File: src/rtl/bist_pkg.sv
// bist_pkg: shared FSM states, default polynomials and the pattern-counter width helper
package bist_pkg;
  typedef enum logic [1:0] {IDLE, RUN, DRAIN, DONE} bist_state_e;
  localparam logic [1:0]  DEF_LFSR_POLY = 2'b11;
  localparam logic [15:0] DEF_MISR_POLY = 16'h8016;
  function automatic int idx_w(input int n);
    return $clog2(n + 1);
  endfunction
endpackage

File: src/rtl/bist_galois_reg.sv
// bist_galois_reg: Galois shift register usable as LFSR (inject = 0) or MISR (inject = response)
//   clk, rst       clock, asynchronous active-high reset to RST_VAL
//   en             advance one step: q = (q >> 1) ^ (q[0] ? POLY : 0) ^ inject
//   load, load_val synchronous load, wins over en
//   inject         value xored into the next state
//   o_q            current register value
module bist_galois_reg #(
  parameter int               WIDTH   = 16,
  parameter logic [WIDTH-1:0] POLY    = '1,
  parameter logic [WIDTH-1:0] RST_VAL = '0
) (
  input  logic             clk,
  input  logic             rst,
  input  logic             en,
  input  logic             load,
  input  logic [WIDTH-1:0] load_val,
  input  logic [WIDTH-1:0] inject,
  output logic [WIDTH-1:0] o_q
);
  logic [WIDTH-1:0] r_q;
  logic [WIDTH-1:0] w_nxt;
  assign w_nxt = (r_q >> 1) ^ (r_q[0] ? POLY : '0) ^ inject;
  assign o_q   = r_q;
  always_ff @(posedge clk or posedge rst)
    if (rst) r_q <= RST_VAL;
    else if (load) r_q <= load_val;
    else if (en) r_q <= w_nxt;
endmodule

File: src/rtl/bist_pattern_engine.sv
// bist_pattern_engine: BIST pattern generator + MISR response compactor with start/done handshake
//   clk, rst            clock, asynchronous active-high reset
//   start, abort        begin a run (IDLE/DONE) / return to IDLE (any state but IDLE)
//   golden              expected signature, sampled on the edge entering DONE
//   pattin, pattout     pattern to the CUT / CUT response
//   busy, done, pass    RUN or DRAIN / sticky completion / signature == golden
//   signature, pat_idx  final MISR value while done / patterns applied so far
module bist_pattern_engine
  import bist_pkg::*;
#(
  parameter int              IN_W       = 2,
  parameter int              OUT_W      = 1,
  parameter int              SIG_W      = 16,
  parameter int              NUM_PAT    = 16,
  parameter int              EXHAUSTIVE = 0,
  parameter logic [IN_W-1:0] LFSR_POLY  = IN_W'(DEF_LFSR_POLY),
  parameter logic [IN_W-1:0] SEED       = IN_W'(1),
  parameter logic [SIG_W-1:0] MISR_POLY = SIG_W'(DEF_MISR_POLY),
  parameter int              CUT_LAT    = 0
) (
  input  logic                        clk,
  input  logic                        rst,
  input  logic                        start,
  input  logic                        abort,
  input  logic [SIG_W-1:0]            golden,
  output logic [IN_W-1:0]             pattin,
  input  logic [OUT_W-1:0]            pattout,
  output logic                        busy,
  output logic                        done,
  output logic                        pass,
  output logic [SIG_W-1:0]            signature,
  output logic [idx_w(NUM_PAT)-1:0]   pat_idx
);
  localparam int IW = idx_w(NUM_PAT);
  localparam int PW = (CUT_LAT > 0) ? CUT_LAT : 1;
  localparam logic [IN_W-1:0] SEED_EFF = (SEED == '0) ? IN_W'(1) : SEED;
  // pipe pattern in the last DRAIN cycle: only the final valid is left, at the output stage
  localparam logic [PW-1:0] PIPE_LAST = PW'(1) << (PW - 1);
  bist_state_e r_state, w_nxt;
  logic [PW-1:0]    r_pipe;
  logic [IW-1:0]    r_idx;
  logic [SIG_W-1:0] r_gold;
  logic             r_done;
  logic [SIG_W-1:0] w_misr;
  logic [IN_W-1:0]  w_pat;
  logic w_run, w_go, w_kill, w_vld, w_last, w_fin;
  assign w_run  = r_state == RUN;
  assign w_last = w_run && r_idx == IW'(NUM_PAT - 1);
  assign w_vld  = (CUT_LAT == 0) ? w_run : r_pipe[PW-1];
  assign w_kill = abort && r_state != IDLE;
  assign w_go   = w_nxt == RUN && !w_run;
  assign w_fin  = w_nxt == DONE && r_state != DONE;
  always_comb begin
    w_nxt = r_state;
    case (r_state)
      IDLE:    w_nxt = start ? RUN : IDLE;
      RUN:     w_nxt = abort ? IDLE : w_last ? ((CUT_LAT > 0) ? DRAIN : DONE) : RUN;
      DRAIN:   w_nxt = abort ? IDLE : (r_pipe == PIPE_LAST) ? DONE : DRAIN;
      DONE:    w_nxt = abort ? IDLE : start ? RUN : DONE;
      default: w_nxt = IDLE;
    endcase
  end
  always_ff @(posedge clk or posedge rst)
    if (rst) r_state <= IDLE;
    else r_state <= w_nxt;
  always_ff @(posedge clk or posedge rst)
    if (rst) begin
      r_idx  <= '0;
      r_pipe <= '0;
      r_done <= 1'b0;
      r_gold <= '0;
    end else if (w_go || w_kill) begin
      r_idx  <= '0;
      r_pipe <= '0;
      r_done <= 1'b0;
    end else begin
      if (w_run) r_idx <= r_idx + IW'(1);
      r_pipe <= (CUT_LAT == 0) ? '0 : (r_pipe << 1) | PW'(w_run);
      if (w_fin) begin
        r_done <= 1'b1;
        r_gold <= golden;
      end
    end
  generate
    if (EXHAUSTIVE != 0) begin : g_cnt
      logic [IN_W-1:0] r_cnt;
      always_ff @(posedge clk or posedge rst)
        if (rst) r_cnt <= '0;
        else if (w_go) r_cnt <= '0;
        else if (w_run) r_cnt <= r_cnt + IN_W'(1);
      assign w_pat = r_cnt;
    end else begin : g_lfsr
      bist_galois_reg #(.WIDTH(IN_W), .POLY(LFSR_POLY), .RST_VAL(SEED_EFF)) u_lfsr (
        .clk(clk), .rst(rst), .en(w_run), .load(w_go), .load_val(SEED_EFF),
        .inject('0), .o_q(w_pat));
    end
  endgenerate
  // MISR is quiet in DONE (no valids), so it already holds the final signature there
  bist_galois_reg #(.WIDTH(SIG_W), .POLY(MISR_POLY), .RST_VAL('0)) u_misr (
    .clk(clk), .rst(rst), .en(w_vld), .load(w_go || w_kill), .load_val('0),
    .inject(SIG_W'(pattout)), .o_q(w_misr));
  assign pattin    = w_pat;
  assign busy      = r_state == RUN || r_state == DRAIN;
  assign done      = r_done;
  assign signature = r_done ? w_misr : '0;
  assign pass      = r_done && w_misr == r_gold;
  assign pat_idx   = r_idx;
endmodule

File: config.mk
export PLATFORM = sky130hd
export DESIGN_NAME = bist_pattern_engine
export DESIGN_NICKNAME = d
export VERILOG_FILES = /design/src/rtl/bist_pkg.sv /design/src/rtl/bist_galois_reg.sv /design/src/rtl/bist_pattern_engine.sv
export SDC_FILE = /design/constraint.sdc
export NUM_CORES = 1
export LEC_CHECK = 0
export CORE_ASPECT_RATIO = 1.25
export CORE_MARGIN = 2
export CORE_UTILIZATION = 23
export CTS_CLUSTER_DIAMETER = 150
export DETAILED_ROUTE_END_ITERATION = 12
export SLEW_MARGIN = 30
export SYNTH_ARGS = -nofsm -noshare
export SYNTH_HDL_FRONTEND = slang
export SYNTH_SLANG_ARGS = --single-unit
File: constraint.sdc
create_clock -name clk -period 2 [get_ports clk]
set_clock_uncertainty 0.1 [all_clocks]
set_input_delay 0.4 -clock clk [delete_from_list [all_inputs] [get_ports clk]]
set_output_delay 0.4 -clock clk [all_outputs]
set_load 0.03 [all_outputs]
Yosys cells after proc, flatten, opt, wreduce, memory -nomap -nowiden
Cells that the tools add are included.

word-level totals
  input bits = 21
  register bits = 42
  word-level logic and storage cells = 51
  output and inout bits = 26

operators by class
  bitwise operators = 4
  reduce and logical (&&, ||, !) cells = 14
  equality and inequality tests = 8
  multiplexer cells = 18
  add/sub/neg operators = 1

operators with widths
  cell                   count
  $mux W16               4
  $eq A16 B16 Y1         1
  $mux W2                8
  $xor A15 B16 Y16       1
  $xor A16 B1 Y16        1
  $mux W5                2
  $pmux W2 S4            1
  $reduce_bool A2 Y1     4
  $eq A2 B2 Y1 const B   3
  $add A5 B1 Y5 const B  1
  $eq A5 B4 Y1 const B   1
  $logic_and A1 B1 Y1    5
  $eq A2 B1 Y1 const B   2
  $mux W1                3
  $logic_not A2 Y1       1
  $logic_or A1 B1 Y1     2
  $ne A2 B2 Y1 const B   1
  $reduce_and A2 Y1      1
  $xor A1 B2 Y2          1
  $logic_not A1 Y1       1
  $not A1 Y1             1

Logic depth before layout (Yosys ltp)
  depth in word-level cells = 10
  gate-level depth with buffers = 9

Hierarchy
A second synthesis with hierarchy kept.

unflattened totals
  cell total of the unflattened synthesis = 227
  area, all modules = 2454.9 µm²

by module, submodules not included
  module                           cells an instance  area each (µm²)  instances  sequential area each (µm²)
  bist_pattern_engine              122                1407.6           1          600.6
  bist_galois_reg (u_misr)         91                 917.1            1          400.4
  bist_galois_reg (g_lfsr.u_lfsr)  14                 130.1            1          51.3

Least setup slack after synthesis
OpenSTA, ideal clock, no wires.

  path type = register to register
  from = register r_idx[0], in the netlist pat_idx[0]
  to = register r_gold[0]
  cell stages (with the launch flop) = 9
  setup time = 125 ps
  arrival time = 2210 ps
  path slack = -435 ps
  cells stage by stage = dfrtp_1 ha_1 and3_1 ha_1 a21oi_1 a21oi_2 nor4b_4 buf_6 mux2_2

between the ends
  longest elaborated chain between the ends = 10
  elaborated cells between the ends (all ways) = 12

RTL lines
  element                               RTL line                   text
  from (decl)                           bist_pattern_engine.sv:41  logic [IW-1:0] r_idx;
  from (signal assigned)                bist_pattern_engine.sv:77  if (w_run) r_idx <= r_idx + IW'(1);
  $eq A5 B4 Y1 *                        bist_pattern_engine.sv:48  assign w_last = w_run && r_idx == IW'(NUM_PAT - 1);
  $logic_and A1 B1 Y1 *                 bist_pattern_engine.sv:48
  $mux W2 * (2 in series)               bist_pattern_engine.sv:57  RUN: w_nxt = abort ? IDLE : w_last ? ((CUT_LAT > 0) ? DRAIN : DONE) : RUN;
  $pmux W2 S4 *                         bist_pattern_engine.sv:55  case (r_state)
  $eq A2 B1 Y1                          bist_pattern_engine.sv:51  assign w_go = w_nxt == RUN && !w_run;
  $logic_and A1 B1 Y1                   bist_pattern_engine.sv:51
  $logic_or A1 B1 Y1                    bist_pattern_engine.sv:72  end else if (w_go || w_kill) begin
  $not A1 Y1 (no source line)           -
  $reduce_and A2 Y1 (no source line) *  -
  to (signal assigned)                  bist_pattern_engine.sv:81  r_gold <= golden;
  to (decl)                             bist_pattern_engine.sv:42  logic [SIG_W-1:0] r_gold;

Every way passes the cells marked *; elsewhere a longest branch is shown, timed or not.
A chain may end at the register's enable or synchronous reset.

Final worst setup path
  from = register r_gold[10]
  to = output port pass

between the ends
  longest elaborated chain between the ends = 2

RTL lines
  element              RTL line                    text
  $eq A16 B16 Y1       bist_pattern_engine.sv:106  assign pass = r_done && w_misr == r_gold;
  $logic_and A1 B1 Y1  bist_pattern_engine.sv:106
  to (decl)            bist_pattern_engine.sv:30   output logic pass,

Every way passes these cells.

==> results.md <==
* Status: finished with violations
* Failing checks: setup timing
* Peak VDD IR at 0.335 mV
* # rows at 38
* RSZ-0062 raised after global routing: yes
* Max Clock Freq at approximately 430 MHz
* Gate power share at 29.6%
* Net Switching at 700 µW
* Crit path to: pass
* Detailed Route WL at roughly 5700 µm
* Number of synthesized register bits at 42
* Crit path DAT at ~1800 ps
* Total Neg Setup Slack at -4040 ps
* Rel. slew slack at 68.4%
* Worst reg-to-reg path cell count at 9
* Residual DRC count at 0
* Max FO, Critical Path at 2
* Placer Congestion at 0.745
* # clock sinks at 42
* Register area share after synthesis at slightly above 50%
* Crit start category: flip-flop
* Final min period at 2300 ps
* Initial DRC count at 56
* Root buf cell: clkbuf_8
* DPL Wire Length at 3880 µm
* Final ANT Viol Nets at 0
* Vias in the first global route at 1786
* CP delay by family, top: simple AND/OR/NAND/NOR gates
* Final period utilization at 115%
* Worst-path clk slew at 80 ps
* Post-layout util at 37.7%
* Warnings, synthesis at 0
* Skew-Pair Late Insertion Delay at 290 ps
* Critical path cell sequence: xor2_1 -> nor4_2 -> nand4_1 -> nor3_4 -> buf_12
* Slowest-stage cell, CP: dfrtp_1
* Total core area at 0.00870 mm²
* Worst flop-to-flop path endpoint: pat_idx[0]
* Yosys top cell area share at 49.8%
* Drt wl/cell at 15.1 µm
* Setup violations, final at 35
* Port bufs at 46
* Worst Path Required at 1500 ps
* Syn Inst Count at between 150 and 200
* Top cell type by total area after synthesis: dfrtp_1
* Synthesized area at 0.00206 mm²
* Nets@finish at approximately 290
* Pwr dens at a little under 700 mW/mm²
* CP bufs+invs at 1
* Max Cap Viol at 0
* TritonCTS clock tree: built
* H-tree depth at 2
* Critical Path Start: r_gold[10]
* Slew Limit Fails at 0
* Sequential Power Share at 44.9%
* All-Layer GR Usage at 12.8%
* Drt pass-1 iters at 4
* Via count at 1589
* Switching Fraction at 30.8%
* Synth top area cells: dfrtp_1, mux2_2, xor2_1, a22o_1, and2_1
* Worst Max-Slew Pin Slew at 473 ps
* Reg2Reg Setup Slack at -150 ps
* Setup slack after layout at -302 ps
* Post-Syn Nets at 200
* P_int at 1580 µW
* Hold buffers post-CTS at 0
* Pre-CTS setup slack at -230 ps
* Crit path kind: flip-flop to output pin
* Final global-route overflow total at 0
* Largest net degree at the start of global routing at 34
* Clk pwr share at 25.5%
* Reg-to-Reg Start: pat_idx[0]
* Die footprint at 0.00973 mm²
* Height of the die at 110 µm
* Chip Width at 88.6 µm
* # diodes at 0
* Worst path depth at 5
* Post-synth cell types at 30
* Worst Setup End Kind: output pin
* First-pass GRT wire length at 9320 µm
* TritonCTS Buffers at 5
* Min Hold Slack at roughly 320 ps
* Static leakage at approximately 0.0016 µW
* Max Buffers Root-to-Sink at 2
* Initial antenna violation count at 0
* Area grow syn2layout at 59.4%
* Share of layout cells above drive strength 1 at 36.3%
* Vias per Instance at 4.19
* Final hold vios at 0
* Worst Hold Class: input pin to async pin
* Crit-path max cell delay at 390 ps
* Mean Syn Cell Area at 11.9 µm²
* Initial Utilization at 23.7%
* IO Pins at 47
[sequential cells by signal, summed over array words and instances (netlist names)]
name / count
r_gold: 16
r_state: 2
g_lfsr.u_lfsr.o_q: 2
pat_idx: 5
u_misr.o_q: 16
done: 1
[power groups by stage]
stage	Combinational, µW	Sequential (µW)	Clock, µW
finish	675	1020	580
global placement	614	1030	0
CTS	722	1020	587
global route	731	1040	629
floorplan	266	1100	0
detailed placement	622	1040	0
[cells in the mapped netlist]
cell / number
o21bai_1: 1
buf_1: 1
buf_2: 3
nand2b_1: 2
inv_1: 9
nand4_1: 1
nand2_1: 6
a21oi_2: 1
nor4_1: 3
nor4b_4: 1
a22o_1: 17
o31a_1: 2
dfrtp_1: 41
nor2b_1: 1
o211a_1: 1
a21oi_1: 2
mux2_2: 17
nand3_1: 1
ha_1: 6
nor2_1: 5
buf_6: 1
and3_1: 1
dfstp_2: 1
and2_1: 17
o21ai_0: 2
clkbuf_1: 3
xor2_1: 19
a211oi_1: 2
nor3_1: 2
xnor2_1: 4
[cells by family (layout without fill, tap and decap cells)]
group / after synthesis / in the layout / share of synthesized area [%]
DFF: 42 / 42 / 51.1
and+or+nand+nor: 40 / 40 / 11.5
AOI/OAI and AO/OA: 28 / 28 / 11.1
xor gates and xnor gates: 23 / 23 / 9.78
muxes: 17 / 17 / 9.30
buffers and inverters: 17 / 103 / 3.64
adders and majority gates: 6 / 6 / 3.65
[metal layers]
layer / wire length (µm) / track usage, % / vias to the layer above
met5: 0 / 0 / -
met4: 72 / 3.57 / 0
met3: 159 / 2.55 / 6
met2: 3050 / 22.5 / 30
met1: 2450 / 15.7 / 790
li1: - / - / 763
[repair_timing]
item	4_1_cts	5_1_grt
pin swaps	21	10
resized for setup	35	12
buffers inserted	4	3
setup endpoints to repair	41	38
gates cloned	5	0
[through the flow]
stage               total power (µW)  cell area (µm²)  instances
finish                          2280             3280        379
global route                    2400             3280        379
CTS                             2330             3340        380
detailed placement              1660             2970        363
global placement                1650             2970        363
floorplan                       1360             2090        173
[cell type report]
cell class	count	area (µm²)
clock buffers	7	86.3
clock inverters	1	5.00
fillers	881	5420
inverters	9	33.8
multi-input cells	114	1070
flip-flops and latches	42	1050
well taps	120	150
repair buffers	86	883
[worst min path at each step]
stage                   start                   end  slack (ps)
floorplan               abort            r_state[1]         370
global placement    r_gold[2]             r_gold[2]         410
detailed placement  r_gold[2]             r_gold[2]         420
CTS                       rst            r_state[0]         340
global route              rst  g_lfsr.u_lfsr.o_q[1]         330
finish                    rst  g_lfsr.u_lfsr.o_q[1]         320
[placed cells by master, fill, tap and decap left out, drive strengths merged, types with 5 or more instances in the layout]
cell,instances
a22o,17
and2,17
buf,54
clkbuf,8
clkdlybuf4s50,24
dfrtp,41
dlygate4sd2,5
ha,6
inv,9
mux2,17
nand2,6
nor2,5
xor2,19
Power figures use the tool's default switching activity.
